`src/rtl/approx_pkg.sv`:
```
`default_nettype none
// +-------------------------------------------------------------------+
// | approx_pkg : shared types and helpers for approximate-adder checks |
// | rev 1.0                                                            |
// +-------------------------------------------------------------------+
package approx_pkg;

  localparam int DEF_WIDTH = 8;

  typedef enum logic [1:0] {
    ST_IDLE  = 2'd0,
    ST_RUN   = 2'd1,
    ST_DRAIN = 2'd2,
    ST_DONE  = 2'd3
  } state_t;

  // Unsigned add clamped to the all-ones value of a w-bit field (w <= 64).
  function automatic logic [63:0] sat_add(input logic [63:0] a,
                                          input logic [63:0] b,
                                          input int unsigned w);
    logic [64:0] s;
    logic [64:0] lim;
    s   = {1'b0, a} + {1'b0, b};
    lim = (65'd1 << w) - 65'd1;
    return (s > lim) ? lim[63:0] : s[63:0];
  endfunction

endpackage
`default_nettype wire

```
`src/rtl/approx_ed_calc.sv`:
```
`default_nettype none
// +-------------------------------------------------------------------+
// | approx_ed_calc : exact sum and error distance |ref - apx|          |
// | rev 1.0                                                            |
// +-------------------------------------------------------------------+
module approx_ed_calc
  import approx_pkg::*;
#(
  parameter int WIDTH = DEF_WIDTH
) (
  input  logic [WIDTH-1:0] op_x,
  input  logic [WIDTH-1:0] op_y,
  input  logic             op_cin,
  input  logic [WIDTH:0]   ref_val,
  input  logic [WIDTH:0]   apx_val,
  output logic [WIDTH:0]   exact,
  output logic [WIDTH:0]   ed
);

  assign exact = {1'b0, op_x} + {1'b0, op_y} + {{WIDTH{1'b0}}, op_cin};
  assign ed    = (ref_val >= apx_val) ? (ref_val - apx_val) : (apx_val - ref_val);

endmodule
`default_nettype wire

```
`src/rtl/approx_err_monitor.sv`:
```
`default_nettype none
// +-------------------------------------------------------------------+
// | approx_err_monitor : error statistics over a run of adder samples  |
// | rev 1.0                                                            |
// +-------------------------------------------------------------------+
module approx_err_monitor
  import approx_pkg::*;
#(
  parameter int WIDTH = DEF_WIDTH,
  parameter int CNT_W = 16,
  parameter int ACC_W = 25
) (
  input  logic             clk,
  input  logic             rst,
  input  logic             start,
  input  logic [CNT_W-1:0] num_samples,
  input  logic             in_valid,
  output logic             in_ready,
  input  logic [WIDTH-1:0] op_x,
  input  logic [WIDTH-1:0] op_y,
  input  logic             op_cin,
  input  logic [WIDTH-1:0] apx_sum,
  input  logic             apx_cout,
  output logic             busy,
  output logic             done,
  output logic [CNT_W-1:0] err_count,
  output logic [WIDTH:0]   max_ed,
  output logic [ACC_W-1:0] sum_ed
);

  state_t           state;
  logic [CNT_W-1:0] remaining;

  logic             s1_valid;
  logic [WIDTH:0]   s1_exact;
  logic [WIDTH:0]   s1_apx;
  logic             s2_valid;
  logic [WIDTH:0]   s2_ed;

  logic [WIDTH:0]   exact_w;
  logic [WIDTH:0]   ed_w;
  logic             accept;
  logic             clear_stats;

  assign accept      = in_valid && in_ready;
  assign clear_stats = start && ((state == ST_IDLE) || (state == ST_DONE));

  // Exact sum is taken from the live operands; ED from the stage-1 registers.
  approx_ed_calc #(.WIDTH(WIDTH)) u_ed_calc (
    .op_x    (op_x),
    .op_y    (op_y),
    .op_cin  (op_cin),
    .ref_val (s1_exact),
    .apx_val (s1_apx),
    .exact   (exact_w),
    .ed      (ed_w)
  );

  always_ff @(posedge clk) begin
    if (rst) begin
      state     <= ST_IDLE;
      remaining <= '0;
      in_ready  <= 1'b0;
      busy      <= 1'b0;
      done      <= 1'b0;
    end else begin
      case (state)
        ST_IDLE, ST_DONE: begin
          if (start) begin
            if (num_samples != '0) begin
              state     <= ST_RUN;
              remaining <= num_samples;
              in_ready  <= 1'b1;
              busy      <= 1'b1;
              done      <= 1'b0;
            end else begin
              state <= ST_DONE;
              done  <= 1'b1;
            end
          end
        end
        ST_RUN: begin
          if (accept) begin
            remaining <= remaining - 1'b1;
            if (remaining == CNT_W'(1)) begin
              state    <= ST_DRAIN;
              in_ready <= 1'b0;
            end
          end
        end
        ST_DRAIN: begin
          if (!s1_valid && !s2_valid) begin
            state <= ST_DONE;
            busy  <= 1'b0;
            done  <= 1'b1;
          end
        end
        default: begin
          state    <= ST_IDLE;
          in_ready <= 1'b0;
          busy     <= 1'b0;
          done     <= 1'b0;
        end
      endcase
    end
  end

  always_ff @(posedge clk) begin
    if (rst) begin
      s1_valid <= 1'b0;
      s1_exact <= '0;
      s1_apx   <= '0;
      s2_valid <= 1'b0;
      s2_ed    <= '0;
    end else begin
      s1_valid <= accept;
      if (accept) begin
        s1_exact <= exact_w;
        s1_apx   <= {apx_cout, apx_sum};
      end
      s2_valid <= s1_valid;
      if (s1_valid) begin
        s2_ed <= ed_w;
      end
    end
  end

  // A start is only honoured with the pipeline empty, so clear never races an update.
  always_ff @(posedge clk) begin
    if (rst || clear_stats) begin
      err_count <= '0;
      max_ed    <= '0;
      sum_ed    <= '0;
    end else if (s2_valid) begin
      if (s2_ed != '0) begin
        err_count <= CNT_W'(sat_add(64'(err_count), 64'd1, CNT_W));
      end
      if (s2_ed > max_ed) begin
        max_ed <= s2_ed;
      end
      sum_ed <= ACC_W'(sat_add(64'(sum_ed), 64'(s2_ed), ACC_W));
    end
  end

endmodule
`default_nettype wire

```
`config.mk`:
```
export PLATFORM = sky130hd
export DESIGN_NAME = approx_err_monitor
export DESIGN_NICKNAME = d
export VERILOG_FILES = /design/src/rtl/approx_pkg.sv /design/src/rtl/approx_ed_calc.sv /design/src/rtl/approx_err_monitor.sv
export SDC_FILE = /design/constraint.sdc
export NUM_CORES = 1
export LEC_CHECK = 0
export CORE_AREA = 2 2 112 114
export DETAILED_ROUTE_END_ITERATION = 7
export DIE_AREA = 0 0 114 116
export PLACE_DENSITY = 0.88
export SKIP_LAST_GASP = 1
export SYNTH_ARGS = -nofsm -noshare
export SYNTH_HDL_FRONTEND = slang
export SYNTH_HIERARCHICAL = 1
export SYNTH_SLANG_ARGS = --single-unit
```
`constraint.sdc`:
```
create_clock -name clk -period 3.1 [get_ports clk]
set_input_delay 0.62 -clock clk [delete_from_list [all_inputs] [get_ports clk]]
set_output_delay 0.62 -clock clk [all_outputs]
set_load 0.05 [all_outputs]
```
# After elaboration in Yosys (flattened, before gate mapping)
# Cells that the tools add are included.
[word_totals]
reg_bits = 100
output_inout_bits = 53
[op_classes]
magnitude_cmp = 4
mux = 24
n_reduce_logical = 20
eq_ne = 9
n_addsub = 7
[op_table]
columns = ["operator", "count"]
rows = [
  ["$mux W16", 4],
  ["$pmux W16 S2", 1],
  ["$add A25 B9 Y26", 1],
  ["$gt A26 B25 Y1 const B", 1],
  ["$mux W25", 1],
  ["$sub A9 B9 Y9", 2],
  ["$add A16 B1 Y17 const B", 1],
  ["$gt A17 B16 Y1 const B", 1],
  ["$eq A16 B1 Y1 const B", 1],
  ["$reduce_bool A16 Y1", 1],
  ["$sub A16 B1 Y16 const B", 1],
  ["$reduce_and A4 Y1", 3],
  ["$mux W2", 5],
  ["$ne A2 B2 Y1 const B", 5],
  ["$add A8 B8 Y9", 1],
  ["$add A9 B1 Y9", 1],
  ["$ge A9 B9 Y1", 1],
  ["$gt A9 B9 Y1", 1],
  ["$mux W9", 1],
  ["$reduce_bool A9 Y1", 1],
  ["$mux W1", 8],
  ["$pmux W1 S2", 3],
  ["$pmux W2 S3", 1],
  ["$reduce_and A5 Y1", 1],
  ["10 further kinds", 17],
]

# Longest topological paths before layout
[depth]
depth_word = 4
mapped_depth = 12
mapped_depth_nobuf = 11

# Cells and area by module
# Netlist, hierarchy kept.
[by_module_without_submodules]
columns = ["mod", "area_per_inst_um2", "instances", "seq_area_each_um2", "cells_per_inst"]
rows = [
  ["approx_err_monitor", 5245.0, 1, 2001.9, 651],
  ["approx_ed_calc", 1281.2, 1, 0.0, 167],
]

# Least setup slack after synthesis
# OpenSTA, ideal clock, no wires.
[synth_timing]
kind = "in2reg"
startpoint = "in op_x[0]"
endpoint = "reg s1_exact[8]"
setup_time_ps = 132
stages = 10
path_slack_ps = 624
path_buffers = 0
arrival_ps = 2343
cell_sequence = "fa_1 > fa_1 > a21o_1 > a21oi_1 > o21a_1 > nor2_1 > o21ai_0 > nand2b_1 > nand2_1 > a21oi_1"
[synth_via]
elab_chain_len = 2
[synth_rtl]
columns = ["element", "line_no", "text"]
rows = [
  ["from (decl)", "approx_err_monitor.sv:19", "input logic [WIDTH-1:0] op_x,"],
  ["$add A8 B8 Y9", "approx_ed_calc.sv:20", "assign exact = {1'b0, op_x} + {1'b0, op_y} + {{WIDTH{1'b0}}, op_cin};"],
  ["$add A9 B1 Y9", "approx_ed_calc.sv:20", ""],
  ["named net exact_w[8]", "approx_err_monitor.sv:40", "logic [WIDTH:0] exact_w;"],
  ["to (signal assigned)", "approx_err_monitor.sv:118", "s1_exact <= exact_w;"],
  ["to (decl)", "approx_err_monitor.sv:35", "logic [WIDTH:0] s1_exact;"],
]
# The timed path passes the listed nets, and every way through them passes these cells.
# A chain may end at the register's enable or synchronous reset.

# Worst setup path after layout
# Ends and elaborated chain as after synthesis.

==> results summary <==
Compared with the post-synthesis result, the final layout area differs by 21.5%. The post-synthesis cell count came out at 818. The path length in cells of the critical path came out at 11. The run finished with clean final reports. From left edge to right edge, the die measures 114 um. The number of flops mapped to enable cells by yosys is 0. The largest vdd supply drop is 0.633 mV. Of the total synthesized cell area, the portion taken by AND, OR, NAND and NOR gates is 0.201. The residual overflow from global routing is 0. The number of distinct library cell variants in the gate-level netlist after synthesis came out at 82. The total placed instance area is 0.00762 mm^2. The fraction of synthesized cell area in xor and xnor cells came out at 0.0349. The fraction of final layout cells with drive strength greater than 1 came out at 0.0705. The global router's overall resource usage is 0.233. The count of TritonRoute iterations in the first routing pass is 5. The library cell used most frequently in the layout, excluding fill and tap cells, is sky130_fd_sc_hd__nand2_1.

The worst setup path is captured at a flip-flop. The later-pin clock latency in the skew report came out at 0.35 ns. The power per standard cell area is 720 mW/mm^2. The number of design-rule violations left by the first detailed-router iteration came out at 333. The average cell area after synthesis came out at 7.98 um^2.

The synthesized net count is 918. The routed wirelength normalized by instance count is 14.3 um. The die covers 0.0132 mm^2.

The leakage power is 0.00294 uW. The worst-case headroom to the max-slew limit is 0.531. The area of all placed cells without fillers came out at 0.00793 mm^2.

Timing would allow up to 0.375 GHz. The startpoint class of the critical path is an input pin. The share of the yosys chip area belonging to registers came out at 0.307. The fraction of the mapped netlist area in adder cells is 0.109.

The share of synthesized flip-flops with an asynchronous set or reset came out at 0. The number of global-route vias before repair came to 5732. 99 I/O pins were placed.

The CTS tree is built. At the end of routability-driven placement, the weighted congestion stood at 0.918. The number of hold-slack violations in the final timing report came out at 0. The area of the placeable core came out at 0.0119 mm^2. TritonCTS created 9 clock buffers. The number of buffers on the longest clock path came out at 2.

The multi-input gate area in the final layout came out at 0.00416 mm^2. For this configuration, the core starts out at a cell density of 0.548. The die height is 116 um. The endpoint arrival time on the critical path came out at 2.89 ns. The first global-routing pass estimated 25200 um of wire. The count of clock tree sinks is 100. The netlist area before placement came out at 0.00653 mm^2.

Entering global routing, the biggest net connects 41 pins. The final worst clock skew is 0.00616 ns. The remaining antenna violation count is 0.

On the critical path, the stage with the largest delay is an instance of sky130_fd_sc_hd__fa_1. After filler insertion, the fill cell instance count of the layout stands at 970. The actual transition at the worst max-transition pin came out at 0.703 ns. STA puts the critical path data required time at 3.33 ns. The final critical-path required period is 2.66 ns. The number of buffers inserted by post-CTS setup repair came out at 0.

Of all nets on the critical path, the largest fanout is 3. The number of flip-flops and latches in the synthesized netlist is 100. The area taken by flip-flops and latches is 0.00200 mm^2. The post-CTS resize count came out at 0. The signal on the critical path passes through clkdlybuf4s50_1, fa_1, fa_1, a21o_1, a21oi_1, o21a_1, nor2_1, o21ai_0, nand2b_1, nand2_1, a21oi_1.

The number of buffer cells added on primary ports is 98. The delay of the slowest cell on the worst path came out at 0.47 ns. The H-tree was split into 3 levels. The synthesized-area fraction occupied by ao, oa, aoi and oai cells came out at 0.247. The final number of max-transition violations is 0. The register clock-pin slew on the reported worst setup and hold paths is 0.07 ns. The cell at the root of the clock tree is sky130_fd_sc_hd__clkbuf_16. Setup repair after global routing left no endpoint under its margin. For this run, the number of Yosys warnings is 6. The instance count along the most critical hold path came out at 2. The setup path with the least slack is of type in2reg. After detailed routing, the total wire length is 15100 um.

The final route contains 6165 vias. In the layout the commonest cells are 107 x sky130_fd_sc_hd__nand2_1, 105 x sky130_fd_sc_hd__a21oi_1, 100 x sky130_fd_sc_hd__dfxtp_1, 97 x sky130_fd_sc_hd__clkdlybuf4s50_1, 54 x sky130_fd_sc_hd__nor2_1. Of the post-synthesis cell area, the part taken by muxes is 0.0435. The number of antenna diodes in the final layout is 0.

The tool flagged a number of max-cap violations equal to 0. The total DRC errors in the routed layout is 0. On the critical path the largest part of the delay comes from adder cells. The number of antenna violations at the first check in global routing came to 0.

The combinational family with the most area after synthesis is compound AO/OA/AOI/OAI gates. The number of buffers inserted for hold repair after clock tree synthesis came out at 0. The fraction of the cycle the final worst path needs is 0.859. The final-report setup violation count is 0.

After floorplanning, the core was divided into 40 placement rows. At the end of the flow, the number of nets in the layout was 1003. The number of cells on the worst reg-to-reg path came out at 10.

The most used flip-flop cell after synthesis is sky130_fd_sc_hd__dfxtp_1. In the routed layout, each cell is associated on average with a via count of 5.84. Detailed placement ended at an HPWL of 11100 um.

Together, buffers and inverters on the worst path number 1. In this run the worst hold path is classified as reg2reg. The final sum of negative setup slack came out at 0 ns.
per-layer routing:
layer	routed length, um	track usage	part of all wire	vias to the layer above
met1	6430	0.269	0.43	2845
met2	7360	0.415	0.49	208
met4	395	0.0846	0.026	0
met3	890	0.0643	0.059	38
met5	0	0	0	-
li1	-	-	-	3074
power by group:
part           internal (uW)  switching [uW]  total, uW  leakage, uW
Clock                    671             505       1180     0.000148
Sequential              1470             198       1660     0.000811
Combinational           1170            1700       2870      0.00198
cells in the mapped netlist, drive strengths merged, types with 14 or more instances:
cell type | count | area, um^2
o21ai | 50 | 254
a211oi | 16 | 135
xnor2 | 20 | 175
a31oi | 16 | 115
nor2 | 57 | 221
inv | 51 | 191
dfxtp | 100 | 2000
nor3 | 18 | 100
nor2b | 16 | 100
mux2i | 25 | 250
ha | 49 | 613
nand3 | 18 | 90.1
clkbuf | 24 | 90.1
buf | 14 | 85.1
a21oi | 108 | 556
nand2 | 108 | 408
state kept, by name (all words and copies together), names as in the netlist, 2 cells and up:
name,cells
max_ed,9
s1_apx,9
err_count,16
sum_ed,25
s1_exact,9
remaining,16
state,2
s2_ed,9
kinds of logic (layout without fill, tap and decap cells):
kind of cell               Yosys count  after routing
and+or+nand+nor                    269            269
AOI/OAI and AO/OA                  251            251
DFF                                100            100
buffers and inverters               90            180
adders and majority gates           54             54
muxes                               28             28
xor gates and xnor gates            26             26
layout make-up:
cell class,instances,share of cell area
inverter,52,0.0246
clock buffer,11,0.0319
clock inverter,5,0.00741
tap,147,0.0232
timing repair buffer,112,0.136
multi-input combinational,628,0.524
sequential,100,0.252
stage by stage:
step	hold slack [ns]	cells	setup WS (ns)	power, uW	util
detailed placement	0.448	1039	0.0507	4530	0.640
CTS	0.458	1055	0.427	5720	0.666
finish	0.453	1055	0.436	5710	0.666
floorplan	0.436	818	0.624	3950	-
global placement	0.445	1039	0.0758	4450	0.640
global route	0.481	1055	0.258	6120	0.666
worst register-to-register path, cell delays in order, from the launching register on:
cell                        delay, ns
sky130_fd_sc_hd__dfxtp_1         0.38
sky130_fd_sc_hd__inv_1           0.07
sky130_fd_sc_hd__ha_1            0.42
sky130_fd_sc_hd__nand4_1         0.21
sky130_fd_sc_hd__o32ai_2         0.10
sky130_fd_sc_hd__o21ai_2         0.17
sky130_fd_sc_hd__nor2b_1         0.49
sky130_fd_sc_hd__a211oi_2        0.16
sky130_fd_sc_hd__a2111oi_2       0.31
sky130_fd_sc_hd__mux2i_1         0.12
sky130_fd_sc_hd__nor2_1          0.10
worst paths after layout:
path               startpoint          end  slack, ns
hold reg to reg     s1_apx[8]    s1_apx[8]       0.45
setup / recovery      op_x[0]  s1_exact[8]       0.44
setup reg to reg  s1_exact[3]     s2_ed[4]       0.51
hold / removal      s1_apx[8]    s1_apx[8]       0.45
(Power assumes the default switching activity.)
